==> config.mk <==
export PLATFORM = sky130hd
export DESIGN_NAME = neuron_4input_driver_flat
export DESIGN_NICKNAME = d
export VERILOG_FILES = /design/src/rtl/neuron_4input_driver_pkg.sv /design/src/rtl/neuron_4input_driver_if.sv /design/src/rtl/neuron_4input_driver.sv /design/src/flat_wrapper.sv
export SDC_FILE = /design/constraint.sdc
export NUM_CORES = 1
export LEC_CHECK = 0
export ABC_CLOCK_PERIOD_IN_PS = 2800
export CORE_MARGIN = 4
export CORE_UTILIZATION = 50
export CTS_CLUSTER_SIZE = 8
export DETAILED_ROUTE_END_ITERATION = 10
export GPL_TIMING_DRIVEN = 0
export PLACE_DENSITY = 0.92
export SLEW_MARGIN = 20
export SYNTH_ARGS = -nofsm -noshare
export SYNTH_HDL_FRONTEND = slang
export SYNTH_SLANG_ARGS = --single-unit
==> constraint.sdc <==
create_clock -name clk -period 2.8 [get_ports clk]
set_input_delay 0.42 -clock clk [delete_from_list [all_inputs] [get_ports clk]]
set_output_delay 0.42 -clock clk [all_outputs]
set_load 0.02 [all_outputs]
==> src/rtl/neuron_4input_driver_pkg.sv <==
// Shared constants and state encoding for the neuron operand driver.
package neuron_4input_driver_pkg;

   localparam int NUM_WORDS = 9;
   localparam int SLOT_X1   = 0;
   localparam int SLOT_W1   = 4;
   localparam int SLOT_B    = 8;

   typedef enum logic [1:0] {
      ST_LOAD = 2'd0,
      ST_FIRE = 2'd1,
      ST_WAIT = 2'd2,
      ST_HOLD = 2'd3
   } state_t;

   function automatic logic is_last_slot(input logic [3:0] idx);
      return idx == 4'(NUM_WORDS - 1);
   endfunction

endpackage

==> src/rtl/neuron_4input_driver_if.sv <==
// Operand stream, result stream and neuron-facing bundle of the driver.
interface neuron_4input_driver_if #(
   parameter int WORD_W = 32
);
   import neuron_4input_driver_pkg::*;

   logic [WORD_W-1:0]   in_data;
   logic                in_valid;
   logic                in_ready;
   logic [WORD_W-1:0]   out_data;
   logic                out_valid;
   logic                out_ready;
   logic [4*WORD_W-1:0] n_x;
   logic [4*WORD_W-1:0] n_w;
   logic [WORD_W-1:0]   n_b;
   logic                n_enable;
   logic [WORD_W-1:0]   n_f;

   modport master (
      input  in_data, in_valid, out_ready, n_f,
      output in_ready, out_data, out_valid, n_x, n_w, n_b, n_enable
   );

   modport slave (
      output in_data, in_valid, out_ready, n_f,
      input  in_ready, out_data, out_valid, n_x, n_w, n_b, n_enable
   );

endinterface

==> src/rtl/neuron_4input_driver.sv <==
// Collects 9 serial words into neuron operands, fires once, returns f NEURON_LATENCY+1 cycles later.
// No overlap: in_ready is low from the last load handshake until the result is taken.
module neuron_4input_driver
   import neuron_4input_driver_pkg::*;
#(
   parameter int NEURON_LATENCY = 1,
   parameter int WORD_W         = 32
) (
   input  logic                  clk,
   input  logic                  rst_n,
   neuron_4input_driver_if.master bus
);

   localparam int LAT_W = (NEURON_LATENCY > 1) ? $clog2(NEURON_LATENCY) : 1;

   state_t             state_q, state_d;
   logic [3:0]         wcnt_q, wcnt_d;
   logic [LAT_W-1:0]   lat_cnt_q, lat_cnt_d;
   logic [WORD_W-1:0]  out_data_q, out_data_d;
   logic               out_valid_q, out_valid_d;
   logic               in_ready_q, in_ready_d;
   logic [WORD_W-1:0]  ops_q [NUM_WORDS];
   logic               in_hs;

   // in_ready is registered so it reads 0 during reset and rises on the first edge after release
   assign in_hs = in_ready_q && bus.in_valid;

   always_comb begin
      state_d     = state_q;
      wcnt_d      = wcnt_q;
      lat_cnt_d   = lat_cnt_q;
      out_data_d  = out_data_q;
      out_valid_d = out_valid_q;
      unique case (state_q)
         ST_LOAD: begin
            if (in_hs) begin
               if (is_last_slot(wcnt_q)) begin
                  state_d = ST_FIRE;
                  wcnt_d  = 4'd0;
               end else begin
                  wcnt_d = wcnt_q + 4'd1;
               end
            end
         end
         ST_FIRE: begin
            state_d   = ST_WAIT;
            lat_cnt_d = '0;
         end
         ST_WAIT: begin
            lat_cnt_d = lat_cnt_q + LAT_W'(1);
            if (lat_cnt_q == LAT_W'(NEURON_LATENCY - 1)) begin
               out_data_d  = bus.n_f;
               out_valid_d = 1'b1;
               state_d     = ST_HOLD;
            end
         end
         ST_HOLD: begin
            if (bus.out_ready) begin
               out_valid_d = 1'b0;
               state_d     = ST_LOAD;
            end
         end
         default: state_d = ST_LOAD;
      endcase
      in_ready_d = (state_d == ST_LOAD);
   end

   always_ff @(posedge clk or negedge rst_n) begin
      if (!rst_n) begin
         state_q     <= ST_LOAD;
         wcnt_q      <= 4'd0;
         lat_cnt_q   <= '0;
         out_data_q  <= '0;
         out_valid_q <= 1'b0;
         in_ready_q  <= 1'b0;
      end else begin
         state_q     <= state_d;
         wcnt_q      <= wcnt_d;
         lat_cnt_q   <= lat_cnt_d;
         out_data_q  <= out_data_d;
         out_valid_q <= out_valid_d;
         in_ready_q  <= in_ready_d;
      end
   end

   // Operands only move on load handshakes, so n_b stays put while the neuron pipe drains
   always_ff @(posedge clk or negedge rst_n) begin
      if (!rst_n) begin
         for (int i = 0; i < NUM_WORDS; i++) ops_q[i] <= '0;
      end else if (in_hs) begin
         ops_q[wcnt_q] <= bus.in_data;
      end
   end

   assign bus.in_ready  = in_ready_q;
   assign bus.out_data  = out_data_q;
   assign bus.out_valid = out_valid_q;
   assign bus.n_enable  = (state_q == ST_FIRE);
   assign bus.n_x = {ops_q[SLOT_X1+3], ops_q[SLOT_X1+2], ops_q[SLOT_X1+1], ops_q[SLOT_X1]};
   assign bus.n_w = {ops_q[SLOT_W1+3], ops_q[SLOT_W1+2], ops_q[SLOT_W1+1], ops_q[SLOT_W1]};
   assign bus.n_b = ops_q[SLOT_B];

endmodule

==> src/flat_wrapper.sv <==
// flat-port wrapper written by rule: the top's interface ports become plain ports
module neuron_4input_driver_flat import neuron_4input_driver_pkg::*;
#(
   parameter int NEURON_LATENCY = 1,
   parameter int WORD_W         = 32
)
  (clk, rst_n, bus_in_data, bus_in_valid, bus_out_ready, bus_n_f, bus_in_ready, bus_out_data, bus_out_valid, bus_n_x, bus_n_w, bus_n_b, bus_n_enable);
  neuron_4input_driver_if #(.WORD_W(WORD_W)) bus_i ();
  input  logic clk;
  input  logic rst_n;
  input wire logic [$bits(bus_i.in_data)-1:0] bus_in_data;
  input wire logic [$bits(bus_i.in_valid)-1:0] bus_in_valid;
  input wire logic [$bits(bus_i.out_ready)-1:0] bus_out_ready;
  input wire logic [$bits(bus_i.n_f)-1:0] bus_n_f;
  output wire logic [$bits(bus_i.in_ready)-1:0] bus_in_ready;
  output wire logic [$bits(bus_i.out_data)-1:0] bus_out_data;
  output wire logic [$bits(bus_i.out_valid)-1:0] bus_out_valid;
  output wire logic [$bits(bus_i.n_x)-1:0] bus_n_x;
  output wire logic [$bits(bus_i.n_w)-1:0] bus_n_w;
  output wire logic [$bits(bus_i.n_b)-1:0] bus_n_b;
  output wire logic [$bits(bus_i.n_enable)-1:0] bus_n_enable;
  assign bus_i.in_data = bus_in_data;
  assign bus_i.in_valid = bus_in_valid;
  assign bus_i.out_ready = bus_out_ready;
  assign bus_i.n_f = bus_n_f;
  assign bus_in_ready = bus_i.in_ready;
  assign bus_out_data = bus_i.out_data;
  assign bus_out_valid = bus_i.out_valid;
  assign bus_n_x = bus_i.n_x;
  assign bus_n_w = bus_i.n_w;
  assign bus_n_b = bus_i.n_b;
  assign bus_n_enable = bus_i.n_enable;
  neuron_4input_driver #(.NEURON_LATENCY(NEURON_LATENCY), .WORD_W(WORD_W)) u_core (.clk(clk), .rst_n(rst_n), .bus(bus_i));
endmodule
Word-level counts from Yosys, hierarchy flattened
Index checks and enable logic that the tools add are counted.
{"block": "op_classes", "bitwise_logic": 2, "mux": 13, "magnitude_cmp": 2, "eq_ne": 6, "add_sub_neg": 2, "reduce_logical": 9}
{"cell": "bitwise mux 288 bit", "n": 1}
{"cell": "demux 32 bit (select 4 bit)", "n": 1}
{"cell": "2-to-1 mux 32 bit", "n": 1}
{"cell": "2-to-1 mux 2 bit", "n": 4}
{"cell": "case mux 2 bit (4 select lines)", "n": 1}
{"cell": ">= comparator 5 bit (second input constant)", "n": 1}
{"cell": "< comparator 5 x 1 -> 1 bit (second input constant)", "n": 1}
{"cell": "NOT 4 -> 5 bit", "n": 1}
{"cell": "adder 4 x 1 -> 4 bit (second input constant)", "n": 1}
{"cell": "equality test 2 bit (second input constant)", "n": 2}
{"cell": "equality test 4 bit (second input constant)", "n": 1}
{"cell": "zero test 2 bit", "n": 2}
{"cell": "2-to-1 mux 4 bit", "n": 1}
{"cell": "!= test 2 bit (second input constant)", "n": 2}
{"cell": "case mux 1 bit (2 select lines)", "n": 2}
{"cell": "AND reduction 2 bit", "n": 2}
{"cell": "nonzero test 2 bit", "n": 2}
{"cell": "AND reduction 3 bit", "n": 1}
{"cell": "equality test 2 x 1 -> 1 bit (second input constant)", "n": 1}
{"cell": "logical AND 1 bit", "n": 2}
{"cell": "2-to-1 mux 1 bit", "n": 2}
{"cell": "adder 1 bit (second input constant)", "n": 1}
{"cell": "NOT 1 bit", "n": 1}
{"block": "word_totals", "output_inout_bits": 323, "word_cells": 49, "reg_bits": 329}

Logic depth before layout (Yosys ltp)
Gate-level depths: netlist of the first run.
{"block": "logic_depth", "word_depth": 6, "mapped_depth": 7, "mapped_depth_nobuf": 5}

Least setup slack after synthesis of the first run
OpenSTA, ideal clock, no wires.
{"block": "synth_timing", "kind": "register -> register", "start": "reg u_core.wcnt_q[0]", "end": "reg u_core.ops_q (netlist bit u_core.bus.n_w[10])", "t_arrival_ns": 1.683, "path_stages_with_launch": 8, "setup_time_ns": 0.125, "synth_period_minus_slack_ns": 1.808, "slack_ns": 0.992, "cell_sequence": "dfrtp_1 > inv_1 > ha_1 > nand3_2 > or3_1 > buf_2 > buf_6 > mux2_4"}
{"block": "synth_via", "elab_chain_len": 6, "word_cells_on_any_way": 7, "cone_classes": "2 x order compare; 3 x mux; 1 x bitwise; 1 x reduce/logical"}
{"element": "from (decl)", "line_no": "neuron_4input_driver.sv:17", "rtl": "logic [3:0] wcnt_q, wcnt_d;"}
{"element": "from (signal assigned)", "line_no": "neuron_4input_driver.sv:78", "rtl": "wcnt_q <= wcnt_d;"}
{"element": "NOT 4 -> 5 bit (implied by the code) (*)", "line_no": "neuron_4input_driver.sv:91", "rtl": "ops_q[wcnt_q] <= bus.in_data;"}
{"element": ">= comparator 5 bit (implied by the code) / < comparator 5 x 1 -> 1 bit (equally long branches)", "line_no": "neuron_4input_driver.sv:91"}
{"element": "logical AND 1 bit (implied by the code)", "line_no": "neuron_4input_driver.sv:91"}
{"element": "2-to-1 mux 32 bit (implied by the code)", "line_no": "neuron_4input_driver.sv:91"}
{"element": "demux 32 bit (select 4 bit) (*)", "line_no": "neuron_4input_driver.sv:91"}
{"element": "bitwise mux 288 bit (*)", "line_no": "neuron_4input_driver.sv:91"}
{"element": "to (signal, indexed assignment)", "line_no": "neuron_4input_driver.sv:91"}
{"element": "to (decl)", "line_no": "neuron_4input_driver.sv:22", "rtl": "logic [WORD_W-1:0] ops_q [NUM_WORDS];"}
Mark *: on every way between the ends. The rest lies on a longest branch, timed or not.
A chain may end at the register's enable or synchronous reset.

Worst setup path after layout of the first run
{"block": "layout_timing", "start": "reg u_core.state_q[1]", "end": "out bus_n_enable"}
{"block": "layout_via", "elab_chain_len": 1}
{"element": "from (decl)", "line_no": "neuron_4input_driver.sv:16", "rtl": "state_t state_q, state_d;"}
{"element": "from (signal assigned)", "line_no": "neuron_4input_driver.sv:77", "rtl": "state_q <= state_d;"}
{"element": "equality test 2 x 1 -> 1 bit", "line_no": "neuron_4input_driver.sv:98", "rtl": "assign bus.n_enable = (state_q == ST_FIRE);"}
{"element": "to (decl)", "line_no": "flat_wrapper.sv:21", "rtl": "output wire logic [$bits(bus_i.n_enable)-1:0] bus_n_enable;"}
Every way passes these cells.

==> results.yml, run 1 <==
run_status:
  run_status: "completed"
clock_network:
  h-tree-depth: 2
  clkSinkCount: 329
  cts-root-buf: "clkbuf_16"
  clock_path_buffers: 3
  post_cts_resize_count: 0
  clk_latency_ns: 0.53
  cts_tree: "done"
  path_clk_slew_ns: 0.05
  numCtsBuffers: 47
  post_cts_buffers: 0
placed_design:
  post-dp-hpwl_um: 24300
  dpl_worst_slack_ns: 0.175
  portBuffers: 390
  gp_congestion: 0.793
floorplan:
  die_width_um: 167
  die_h_um: 167
  dieArea_um2: 27700
  ioPinCount: 391
  num_rows: 57
  core_um2: 24500
  start_util_pct: 51.2
synthesis:
  ys_types: 34
  synth-edff-count: 0
  synth_cells: 742
  seq_area_frac_synth_pct: 65.5
  ys_dominant_reg_cell: "dfrtp_1"
  yosysTopAreaCell: "dfrtp_1"
  synth_nets: 820
  syn_avg_cell_area_um2: 16.9
  synthArstFlopShare_pct: 100
  netlist_area_um2: 12600
  ys_ff_latch: 329
  synth_top_area_share_pct: 65.5
  synth_warnings: 0
  synth.area.top_cells: "dfrtp_1 (66%), mux2_2 (26%), mux2_4 (3.6%)"
sta:
  maxSlewHeadroom_pct: 65.3
  skew_ns: 0.0194
  finalCritPeriodShare_pct: 83.8
  worst_slack_ns: 0.454
  drv_slew: 0
  rsz0062_at_grt: "false"
  hold_viol_final: 0
  fmax_ghz: 0.426
  tightest_slew_ns: 0.520
  finalCriticalPeriod_ns: 2.35
  setup_viol: 0
worst_setup_path:
  path_class: "reg2out"
  cp_max_fo: 6
  reg2reg_from: "u_core.wcnt_q[0]$_DFFE_PN0P_"
  cp_data_arrival_time_ns: 1.93
  path_cells: "inv_1, ha_1, clkdlybuf4s50_1"
  cp-startpoint: "u_core.state_q[1]$_DFF_PN0_"
  slowest_stage: "clkdlybuf4s50_1"
  start_kind: "flop"
  cp.required_ns: 2.38
  critical_path.max_stage_delay_ns: 0.64
  endpoint_kind: "output pin"
global_route:
  grt_pass1_wl_um: 56000
  track_usage_pct: 25.9
  grt_max_degree: 100
  grt_pass1_vias: 9138
  antenna_found_initial: 0
  overflow: 0
route:
  drt_iter0_drc: 369
  ant_nets: 0
  first_pass_iters: 4
  drcViolationCount: 0
  vias: 8058
  wirelength_um: 36400
  via_per_inst: 5.33
  wire_per_inst_um: 24.1
power:
  p_int_uw: 15300
  p_seq_share_pct: 34.9
  p_per_area_nw_per_um2: 1290
  p_switching_uw: 8130
  p_comb_share_pct: 44.3
  max-vdd-ir-drop_uv: 815
  p_clk_share_pct: 20.8
  swShare_pct: 34.7
  p_leak_uw: 0.00833
final_layout:
  fin_nets: 1263
  layout-drive-gt1-share_pct: 34.6
  area_growth_pct: 44.9
  utilization_pct: 74.2
  n_antenna_cell: 0
run:
  cap_violations: 0
worst_hold_path:
  hold_class: "in2async"
[metal layers]
layer	up-vias	share of wire (%)	track usage, %
met2	345	51	45.3
met4	0	3.3	8.68
met3	78	7.6	7.68
li1	3497	-	-
met5	-	0	0
met1	4138	38	30.8
[power groups by stage]
stage | clock, uW | combinational, uW | sequential (uW)
3_5_place_dp | 0 | 10300 | 8130
6_report | 4870 | 10400 | 8180
2_1_floorplan | 0 | 2400 | 10600
5_1_grt | 5200 | 10800 | 8400
3_3_place_gp | 0 | 10100 | 7990
4_1_cts | 4990 | 10500 | 8150
[cells in the final DEF (no fill, tap or decap), drive strengths merged, types with 9 or more instances in the layout]
cell type      count
clkdlybuf4s50    389
clkbuf            50
nand2              9
mux2             322
inv                9
dfrtp            329
ha                10
buf               36
[synth_stat cells (2+ instances only)]
library cell	number
dfrtp_1	329
inv_1	8
nand2_1	9
mux2_1	3
ha_1	10
a21oi_1	2
mux2_4	30
nor2_1	2
mux2_2	289
or3_1	2
nand2b_1	3
buf_6	3
buf_2	29
nand3_1	2
o21ai_0	2
[cell families after synthesis]
family / count (synthesis) / synth area share [%]
mux: 322 / 29.8
simple gates: 27 / 1.26
buf+inv: 41 / 1.69
compound gates: 13 / 0.777
fa+ha+maj: 10 / 0.996
flops: 329 / 65.5
[critical path: cells and delay by family, from the launching register on]
kind       cells  cell delay (ns)
fa+ha+maj      1             0.19
buf+inv        2             0.79
flops          1             0.43
[stage by stage]
stage | hold WS (ns) | total power (uW) | cell area (um^2) | std cells | TNS [ns]
floorplan | 0.124 | 13000 | 12600 | 742 | 0
global placement | 0.467 | 18100 | 16900 | 1456 | -4120.39
finish | 0.431 | 23400 | 18200 | 1512 | 0
global route | 0.450 | 24400 | 18200 | 1512 | 0
detailed placement | 0.397 | 18500 | 17000 | 1459 | 0
CTS | 0.431 | 23600 | 18200 | 1512 | 0
[worst paths after layout]
path / end / slack, ns / depth (start not counted)
min reg2reg: u_core.bus.out_data[14]$_DFFE_PN0P_ / 0.50 / 1
max in group asynchronous: u_core.bus.n_w[123]$_DFFE_PN0P_ / 1.50 / 3
max: bus_n_enable / 0.45 / 3
max reg2reg: u_core.bus.n_b[3]$_DFFE_PN0P_ / 0.53 / 6
min in group clk: u_core.bus.out_data[14]$_DFFE_PN0P_ / 0.50 / 1
min: u_core.bus.n_x[108]$_DFFE_PN0P_ / 0.43 / 2
[registers in the layout, summed over array words and instances, names as in the netlist]
| register | cells |
|---|---|
| u_core.bus.out_valid | 1 |
| u_core.wcnt_q | 4 |
| u_core.lat_cnt_q | 1 |
| u_core.bus.n_x | 128 |
| u_core.bus.in_ready | 1 |
| u_core.bus.n_b | 32 |
| u_core.state_q | 2 |
| u_core.bus.out_data | 32 |
| u_core.bus.n_w | 128 |
[layout make-up]
type                            count  area [um^2]
Sequential cell                   329         8230
Fill cell                        1483         6320
Multi-Input combinational cell    372         4120
Timing Repair Buffer              394         4000
Clock buffer                       49         1200
Tap cell                          324          405
Buffer                             33          183
Clock inverter                      3         33.8
Inverter                            8         30.0
[timing repair]
item,CTS,global route
endpoints found under the setup margin,0,0
hold buffers,1,0
endpoints found under the hold margin,56,0
Power figures use the tool's default switching activity.
==> run 2: changes to the inputs <==
- ABC_CLOCK_PERIOD_IN_PS: 2800 -> 2260
- CORE_UTILIZATION: 50 -> 47
- PLACE_DENSITY: 0.92 -> 0.88
- clock period: 2.8 -> 2.26 ns (I/O delays scaled with it)
==> run 2 against run 1 <==
  * Sequential cell count did not move
  * Sequential power rose by 22%
  * Hold slack got worse by 0.13 ns
  * Cell area barely moved
  * Routed wire length fell by 2.4%
  * Via count fell by 0.52%
  * Global-route usage fell by 2.1 points
  * Final cell count rose by 0.73%
  * Clock power rose by 23%
  * Highest routed layer unchanged
==> results.yml, run 2 (synthesis results as in run 1) <==
sta:
  rsz0062_at_grt: "true"
  setup_viol: 0
  maxSlewHeadroom_pct: 63.7
  skew_ns: 0.0145
  drv_slew: 0
  finalCritPeriodShare_pct: 98.5
  hold_viol_final: 0
  finalCriticalPeriod_ns: 2.23
  fmax_ghz: 0.449
  worst_slack_ns: 0.0348
  tightest_slew_ns: 0.544
route:
  wirelength_um: 35600
  via_per_inst: 5.26
  drcViolationCount: 0
  drt_iter0_drc: 236
  ant_nets: 0
  first_pass_iters: 4
  vias: 8016
  wire_per_inst_um: 23.4
power:
  p_leak_uw: 0.00832
  p_per_area_nw_per_um2: 1580
  power.total_uw: 28800
  max-vdd-ir-drop_uv: 922
clock_network:
  numCtsBuffers: 47
  post_cts_buffers: 0
  clock_path_buffers: 3
  path_clk_slew_ns: 0.05
  clkSinkCount: 329
  cts_tree: "done"
  clk_latency_ns: 0.53
  cts-root-buf: "clkbuf_16"
  h-tree-depth: 2
floorplan:
  num_rows: 59
  core_um2: 26200
  ioPinCount: 391
  start_util_pct: 47.9
  dieArea_um2: 29400
  die_width_um: 172
  die_h_um: 172
placed_design:
  dpl_worst_slack_ns: -0.255
  gp_congestion: 0.772
  portBuffers: 390
  post-dp-hpwl_um: 24500
  placedCellCount: 1470
worst_setup_path:
  endpoint_kind: "flop"
  start_kind: "flop"
  cp_data_arrival_time_ns: 2.63
  path_class: "reg2reg"
  cp.required_ns: 2.66
  cp_max_fo: 10
global_route:
  track_usage_pct: 23.8
  grt_pass1_vias: 8954
  grt_pass1_wl_um: 53700
  overflow: 0
  grt_max_degree: 102
  antenna_found_initial: 0
run:
  cap_violations: 0
final_layout:
  fillers: 1745
  area_growth_pct: 44.9
  finalNonFillerCells: 1523
  multi_input_area_um2: 4120
  n_antenna_cell: 0
  layout_common_cells: "clkdlybuf4s50_1 (388), dfrtp_1 (329), mux2_2 (289)"
  seqCellArea_um2: 8230
  final_common_cell: "clkdlybuf4s50_1"
  layout-drive-gt1-share_pct: 34.7
  fin_nets: 1263
run_status:
  run_status: "completed"
worst_hold_path:
  hold_class: "in2async"
==> run 2: changes by cell type in the layout (fill, tap and decap cells not counted), sizes merged <==
cell,delta
clkdlybuf4s50,-1
clkinv,-1
clkbuf,-1
dlygate4sd2,+1
inv,+2
==> run 2: critical path, stage by stage (launching register included) <==
cell	delay, ns
dfrtp_1	0.43
inv_1	0.11
ha_1	0.20
nand3_2	0.15
nor2_2	0.40
buf_2	0.43
mux2_2	0.39
==> run 2: layout make-up <==
type | instances | share of cell area [%]
tap | 335 | 2.30
multi-input combinational | 372 | 22.6
inverter | 8 | 0.165
sequential | 329 | 45.2
clock inverter | 4 | 0.192
buffer | 33 | 1.02
timing repair buffer | 394 | 22.0
clock buffer | 48 | 6.48
==> run 2: final timing paths <==
check | startpoint | endpoint | slack (ns) | cells after the start
max in group asynchronous | rst_n | u_core.bus.n_x[54]$_DFFE_PN0P_ | 0.31 | 5
min in group clk | bus_n_f[0] | u_core.bus.out_data[0]$_DFFE_PN0P_ | 0.43 | 2
max | u_core.wcnt_q[0]$_DFFE_PN0P_ | u_core.bus.n_b[17]$_DFFE_PN0P_ | 0.03 | 6
min reg2reg | u_core.bus.n_w[103]$_DFFE_PN0P_ | u_core.bus.n_w[103]$_DFFE_PN0P_ | 0.50 | 1
max reg2reg | u_core.wcnt_q[0]$_DFFE_PN0P_ | u_core.bus.n_b[17]$_DFFE_PN0P_ | 0.03 | 6
min | rst_n | u_core.bus.n_b[11]$_DFFE_PN0P_ | 0.30 | 2
==> run 2: per-stage QoR <==
stage	area (um^2)	TNS (ns)	hold slack [ns]	util (%)
floorplan	12600	0	0.0434	-
global placement	16900	-4323.85	0.466	64.4
finish	18200	0	0.302	69.5
detailed placement	17000	-15.24	0.245	64.8
CTS	18200	0	0.289	69.5
global route	18200	-3.21	0.310	69.5
==> run 2: what timing repair did <==
action                                 CTS  global route
gates cloned                             0             0
hold buffers                             1             0
endpoints found under the hold margin   40             0
setup endpoints to repair               11            77
resized for setup                        2             2
==> run 2: metal layers <==
metal | GRT usage (%) | routed length, um
met5 | 0 | 0
met4 | 6.75 | 831
met3 | 7.79 | 3030
met2 | 40.9 | 18000
met1 | 28.8 | 13700
==> run 2: power breakdown <==
| part | total, uW | leakage [uW] | internal, uW | switching (uW) |
|---|---|---|---|---|
| logic | 12800 | 0.00352 | 6670 | 6090 |
| registers | 10000 | 0.00420 | 8540 | 1500 |
| clock network | 6000 | 0.000598 | 3650 | 2350 |
| total | 28800 | 0.00832 | 18900 | 9940 |
